**config.mk**
```make
export PLATFORM = sky130hd
export DESIGN_NAME = halt_wake_ctrl
export DESIGN_NICKNAME = d
export VERILOG_FILES = /design/src/rtl/halt_pkg.sv /design/src/rtl/key_debounce.sv /design/src/rtl/halt_wake_ctrl.sv
export SDC_FILE = /design/constraint.sdc
export NUM_CORES = 1
export LEC_CHECK = 0
export ABC_CLOCK_PERIOD_IN_PS = 1700
export CAP_MARGIN = 20
export CORE_MARGIN = 3
export CORE_UTILIZATION = 40
export DETAILED_ROUTE_END_ITERATION = 12
export PLACE_DENSITY_LB_ADDON = 0.25
export SLEW_MARGIN = 25
export SYNTH_ARGS = -nofsm -noshare
export SYNTH_HDL_FRONTEND = slang
export SYNTH_SLANG_ARGS = --single-unit
```
**constraint.sdc**
```tcl
create_clock -name clk -period 1.7 [get_ports clk]
set_clock_uncertainty 0.1 [all_clocks]
set_input_delay 0.34 -clock clk [delete_from_list [all_inputs] [get_ports clk]]
set_output_delay 0.34 -clock clk [all_outputs]
set_load 0.02 [all_outputs]
```
**src/rtl/halt_pkg.sv**
```systemverilog
// Shared types for the CPU halt/wake controller: FSM states and wake cause codes.
package halt_pkg;

  typedef enum logic [1:0] {
    StRun    = 2'd0,
    StHalted = 2'd1,
    StWake   = 2'd2
  } halt_state_e;

  typedef enum logic [1:0] {
    WakeNone  = 2'd0,
    WakeGamma = 2'd1,
    WakeKey   = 2'd2
  } wake_cause_e;

endpackage

```
**src/rtl/key_debounce.sv**
```systemverilog
// Counts consecutive 64 Hz rising edges with a key held; key_ok once the count saturates.
module key_debounce #(
  parameter int unsigned K_WIDTH        = 4,
  parameter int unsigned DEBOUNCE_TICKS = 2
) (
  input  logic               clk,
  input  logic               reset_n,
  input  logic               clk_en,
  input  logic               start,
  input  logic               sample_en,
  input  logic               tap,
  input  logic [K_WIDTH-1:0] k_in,
  output logic               key_ok
);

  localparam int unsigned CntW = $clog2(DEBOUNCE_TICKS + 1);
  localparam logic [CntW-1:0] CntMax = CntW'(DEBOUNCE_TICKS);

  logic            tap_q;
  logic [CntW-1:0] cnt_q, cnt_d;
  logic            rise;

  assign rise = tap & ~tap_q;

  always_comb begin
    cnt_d = cnt_q;
    if (start) begin
      cnt_d = '0;
    end else if (sample_en && rise) begin
      if (|k_in) begin
        cnt_d = (cnt_q == CntMax) ? cnt_q : cnt_q + 1'b1;
      end else begin
        cnt_d = '0;
      end
    end
  end

  // The edge register tracks the tap in every state so the first halted edge is genuine.
  always_ff @(posedge clk) begin
    if (!reset_n) begin
      tap_q <= 1'b0;
      cnt_q <= '0;
    end else if (clk_en) begin
      tap_q <= tap;
      cnt_q <= cnt_d;
    end
  end

  assign key_ok = (cnt_q == CntMax);

endmodule

```
**src/rtl/halt_wake_ctrl.sv**
```systemverilog
// Halt/wake control for the CPU: divider clear requests, HLT entry, gamma or key wake-up.
module halt_wake_ctrl
  import halt_pkg::*;
#(
  parameter int unsigned K_WIDTH        = 4,
  parameter int unsigned DEBOUNCE_TICKS = 2
) (
  input  logic               clk,
  input  logic               reset_n,
  input  logic               clk_en,
  input  logic               halt_req,
  input  logic               idiv_req,
  input  logic               gamma_clr_req,
  input  logic               gamma,
  input  logic               divider_64hz,
  input  logic [K_WIDTH-1:0] k_in,
  output logic               reset_gamma,
  output logic               reset_divider,
  output logic               cpu_halted,
  output logic               wake_pulse,
  output logic [1:0]         wake_cause
);

  halt_state_e state_q, state_d;
  wake_cause_e cause_q, cause_d;
  logic        rg_q, rg_d;
  logic        rd_q, rd_d;
  logic        halted_q, pulse_q;
  logic        start;
  logic        key_ok;

  key_debounce #(
    .K_WIDTH       (K_WIDTH),
    .DEBOUNCE_TICKS(DEBOUNCE_TICKS)
  ) u_key_debounce (
    .clk      (clk),
    .reset_n  (reset_n),
    .clk_en   (clk_en),
    .start    (start),
    .sample_en(state_q == StHalted),
    .tap      (divider_64hz),
    .k_in     (k_in),
    .key_ok   (key_ok)
  );

  always_comb begin
    state_d = state_q;
    cause_d = cause_q;
    rg_d    = 1'b0;
    rd_d    = 1'b0;
    start   = 1'b0;
    unique case (state_q)
      StRun: begin
        rd_d = idiv_req;
        rg_d = gamma_clr_req;
        if (halt_req) begin
          state_d = StHalted;
          cause_d = WakeNone;
          start   = 1'b1;
        end
      end
      StHalted: begin
        // Gamma wins over a key that debounces in the same cycle.
        if (gamma) begin
          state_d = StWake;
          cause_d = WakeGamma;
        end else if (key_ok) begin
          state_d = StWake;
          cause_d = WakeKey;
        end
      end
      StWake:  state_d = StRun;
      default: state_d = StRun;
    endcase
  end

  always_ff @(posedge clk) begin
    if (!reset_n) begin
      state_q  <= StRun;
      cause_q  <= WakeNone;
      rg_q     <= 1'b0;
      rd_q     <= 1'b0;
      halted_q <= 1'b0;
      pulse_q  <= 1'b0;
    end else if (clk_en) begin
      state_q  <= state_d;
      cause_q  <= cause_d;
      rg_q     <= rg_d;
      rd_q     <= rd_d;
      halted_q <= (state_d != StRun);
      pulse_q  <= (state_d == StWake);
    end
  end

  assign reset_gamma   = rg_q;
  assign reset_divider = rd_q;
  assign cpu_halted    = halted_q;
  assign wake_pulse    = pulse_q;
  assign wake_cause    = cause_q;

endmodule
```
# Word-level counts from Yosys, hierarchy flattened
# Index checks and enable logic that the tools add are counted.
# W data, S select, Z words.
classes:
  n_mux: 16
  reduce_logical: 8
  bitwise: 2
  eq_ne: 6
  add_sub_neg: 1
ops:
  columns: ["op", "count"]
  rows:
  - ["$mux W2", 10]
  - ["$pmux W2 S2", 2]
  - ["$ne A3 B3 Y1 const B", 2]
  - ["$reduce_bool A2 Y1", 3]
  - ["$eq A2 B2 Y1 const B", 2]
  - ["$mux W1", 4]
  - ["$reduce_and A4 Y1", 1]
  - ["$reduce_or A4 Y1", 1]
  - ["$reduce_and A3 Y1", 1]
  - ["$add A2 B1 Y2 const B", 1]
  - ["$eq A2 B1 Y1 const B", 1]
  - ["$logic_not A2 Y1", 1]
  - ["$ne A2 B2 Y1 const B", 1]
  - ["$and A1 B1 Y1", 1]
  - ["$logic_and A1 B1 Y1", 1]
  - ["$not A1 Y1", 1]
totals:
  elab_cells: 41
  input_bits: 12
  ff_bits: 11
  output_inout_bits: 6

# Depth between registers and ports, before layout
logic_depth:
  ltp_word: 5
  ltp_mapped: 6

# By module
# From an unflattened synthesis, not the netlist that was laid out.
unflattened:
  hier_cells: 59
  hier_area_um2: 564.3
by_module_without_submodules:
  columns: ["module", "area_each_um2", "cells_per_inst", "n_inst", "seq_area_each_um2"]
  rows:
  - ["halt_wake_ctrl", 395.4, 40, 1, 160.2]
  - ["key_debounce", 168.9, 19, 1, 60.1]

# Least setup slack after synthesis
# No wires, ideal clock.
synth_timing:
  path_kind: "input-to-reg"
  start: "input port k_in[1]"
  end: "register u_key_debounce.cnt_q[0]"
  required_time_ns: 1.483
  stages: 3
  t_arrival_ns: 1.351
  slack_ns: 0.131
  n_path_buf: 0
  cell_sequence: "or4_1 > a32o_1 > a32o_1"
synth_via:
  elab_chain_cells: 4
  word_cells_on_any_way: 6
  classes_between: "1 x eq/ne; 3 x mux; 2 x reduce/logical"
synth_rtl:
  columns: ["element", "line_no", "rtl"]
  rows:
  - ["from (decl)", "halt_wake_ctrl.sv:16", "input logic [K_WIDTH-1:0] k_in,"]
  - ["$reduce_or A4 Y1 (*)", "key_debounce.sv:30", "if (|k_in) begin"]
  - ["$mux W2", "key_debounce.sv:30", null]
  - ["$mux W2", "key_debounce.sv:29", "end else if (sample_en && rise) begin"]
  - ["$mux W2", "key_debounce.sv:27", "if (start) begin"]
  - ["to (signal assigned)", "key_debounce.sv:45", "cnt_q <= cnt_d;"]
  - ["to (decl)", "key_debounce.sv:20", "logic [CntW-1:0] cnt_q, cnt_d;"]
# Mark *: on every way between the ends. The rest lies on a longest branch, timed or not. The select of a mux whose other input is x is not followed.
# A chain may end at the register's enable or synchronous reset.

# Worst setup path in the final report
layout_timing:
  start: "input port clk_en"
  end: "register u_key_debounce.cnt_q[1]"
layout_via:
  elab_chain_cells: 1
layout_rtl:
  columns: ["element", "line_no", "rtl"]
  rows:
  - ["from (decl)", "halt_wake_ctrl.sv:10", "input logic clk_en,"]
  - ["$reduce_and A3 Y1 (no source line)", null, null]
# Every way passes these cells.

==> metrics list <==
* Clock latency at the later pin of the worst-skew pair: between 0.2 and 0.3 ns
* Number of distinct library cell variants in the gate-level netlist after synthesis: 25
* Mapped Nets: 76
- Diodes inserted: 0
- Die footprint: 1810 µm²
- Hold/Removal Path Class: in -> reg
* R2r endpoint: u_key_debounce.cnt_q[1]
- After detailed placement, the design holds a cell count of between 90 and 100.
* Sequential-to-total area share from yosys stat: 0.413
- A synthesized cell averages around 8.6 µm².
* Initial standard-cell utilization of the core: 0.455
- Count of clock tree sinks: 11
* Final Wtd Congestion: 0.721
* Syn Inst Count: 62
- In this run the worst setup path begins at clk_en.
- Critical path data required time: 1.76 ns
- Measured in cells, the most critical reg-to-reg path has a length of 4.
- Layout Cell Area excl Fill: 812 µm²
* Leakage dissipation: 0.384 nW
- The final number of max-transition violations was 0.
- Max-cap violations in this run came to 0.
- Routed Antenna Nets: 0
- Ys Warns: 0
- Ys flop type: dfxtp_1
- Die X: 42.5 µm
* DRC viols: 0
- After the last flow step, the layout net total stands at 104.
- The first TritonRoute pass finished after 4 iterations.
- Post-route insts no fill: between 100 and 150
- H-tree levels: 1
- The cell area that synthesis handed to floorplanning was 533 µm².
- Clock tree synthesis selected as its root buffer the cell clkbuf_4.
- Finish-stage setup viols: 0
- Once layout is complete, the utilization of the core stands at 0.693.
- Post-route worst setup slack: 0.0597 ns
- Proportion of layout cells with a drive suffix above 1: 0.191
* Layout overhead on the synthesized area: 52.3%
* Worst setup path endpoint: u_key_debounce.cnt_q[1]
* Maximum clock rate: 610 MHz
- Clock transition at the registers of the reported paths: 0.06 ns
- Fraction of the cycle the final worst path needs: 0.965
* Pwr per Cell Area: ~700 nW/µm²
- I/O pin total: 18
* Worst Setup Path Type: in -> reg
- Worst Setup Slack post-DPL: -0.314 ns
- Clock tree from TritonCTS: yes
- Bufs on Longest Clock Path: 2
- Across every metal layer, demand over resource in global routing totals 0.166.
- After detailed routing, the average wire length per cell comes to between 10 and 15 µm.
* Startpoint kind of the worst setup timing path: primary input
- The flow ran to the end, and the final reports show no timing, DRC or antenna violations.
- Worst-case headroom to the max-slew limit: 0.845
* Vertical die dimension: 42.5 µm
- Clock tree synthesis inserted a total of 3 buffers.
* Placed wire-length estimate: 920 µm
* Clock period minus worst slack: about 1.6 ns
- R2R setup slack: 0.13 ns
* Detailed-route via count: 542
- Summed over all instances, the cell type with the most area after synthesis is dfxtp_1.
- Power Total: 0.573 mW
* Synth top cells by count: 11 x dfxtp_1, 11 x nor2_1, 5 x a21oi_1, 4 x a32o_1, 4 x inv_1
- The initial antenna violation count is 0.
* Final total negative setup slack: 0 ns
* Worst Hold Slack: 0.281 ns
* Top cell type's share of synthesized area: 0.413
* Leading cell types by total area after synthesis: dfxtp_1 41%, nor2_1 7.7%, a32o_1 7.5%
* FF+latch count, synth: 11
* Wire length reported by the detailed router: 1.34 mm
* Worst-path maximum fanout: 3
* Worst supply voltage drop on vdd: 0.521 mV
- The startpoint identified for the worst register-to-register timing path is state_q[0].
- Arrival time of the worst setup path: 1.70 ns
* Count of flip-flops with a built-in enable after synthesis: 0
- The first global-routing pass estimated 2.31 mm of wire.
- The detailed router finished its first iteration with 10 violations.
* Port Buffers: 17
* Final hold viol count: 0
- In the routed layout, each cell is associated on average with a via count of ~5.3.
- The number of global-route vias before repair was 561.
- Placeable core area: 1170 µm²
* Crit. End Element: flip-flop
- Row count: 12
* Pin count of the biggest net entering global routing: 8
- Counting flops with an async set or reset pin after synthesis yields a share of 0.
- At the pin with the least slew margin, the transition time is 0.231 ns.
* Leftover overflow at the end of global routing: 0
- Placed instance area: approximately 770 µm²
* Unrepaired setup endpoints after global routing: false
==> state kept, by name, summed over array words and instances (netlist names) <==
| signal | count |
|---|---|
| cpu_halted | 1 |
| reset_divider | 1 |
| reset_gamma | 1 |
| state_q | 2 |
| u_key_debounce.cnt_q | 2 |
| u_key_debounce.tap_q | 1 |
| wake_cause | 2 |
| wake_pulse | 1 |
==> final cells by class <==
class	instances	area, µm²
Fill cell	99	359
Multi-Input combinational cell	44	288
Timing Repair Buffer	24	238
Clock buffer	4	26.3
Sequential cell	11	220
Tap cell	14	17.5
Inverter	6	22.5
==> cell usage in the layout, fill, tap and decap left out, types with 2 or more instances in the layout <==
master / n
clkbuf_4: 3
o21ai_0: 3
ha_1: 2
inv_1: 4
a21oi_1: 5
nor2_1: 11
a32o_1: 3
buf_4: 7
nand3_1: 3
dlymetal6s2s_1: 6
clkdlybuf4s50_1: 11
nand2_1: 3
dfxtp_1: 11
==> worst max-delay path, stage by stage <==
cell and delay (ns):
clkdlybuf4s50_1 0.49, inv_2 0.05, a2111o_1 0.38, a32o_2 0.24, a32o_1 0.20
==> logic make-up after synthesis <==
logic type,synth area share
mux,0.0399
compound gates,0.242
flops,0.413
buf+inv,0.0563
simple gates,0.202
fa+ha+maj,0.0469
==> metal layers <==
metal	GRT usage	wire, µm
met4	0.0870	54
met5	0	0
met2	0.274	645
met1	0.172	558
met3	0.0815	79
==> worst min-delay path by stage <==
stage | from | end | slack [ns] | depth (start not counted)
final | divider_64hz | u_key_debounce.tap_q | 0.28 | 3
after global routing | divider_64hz | u_key_debounce.tap_q | 0.32 | 3
after CTS | reset_gamma | reset_gamma | 0.36 | 2
after detailed placement | reset_gamma | reset_gamma | 0.35 | 2
after global placement | reset_gamma | reset_gamma | 0.34 | 2
after floorplan | u_key_debounce.tap_q | u_key_debounce.tap_q | 0.35 | 2
==> power breakdown <==
part / switching (mW) / leakage (nW) / internal [mW]
Combinational: 0.0551 / 0.280 / 0.0651
Clock: 0.0851 / 0.0150 / 0.0908
Sequential: 0.00773 / 0.0898 / 0.269
Total: 0.148 / 0.384 / 0.425
==> timing repair <==
item                       in CTS  in global routing
resized for setup               1                  7
pin swaps                       0                  5
buffers inserted                0                  0
setup endpoints to repair       2                  4
hold buffers                    0                  0
Note: power is estimated with default switching activity, not from simulation.
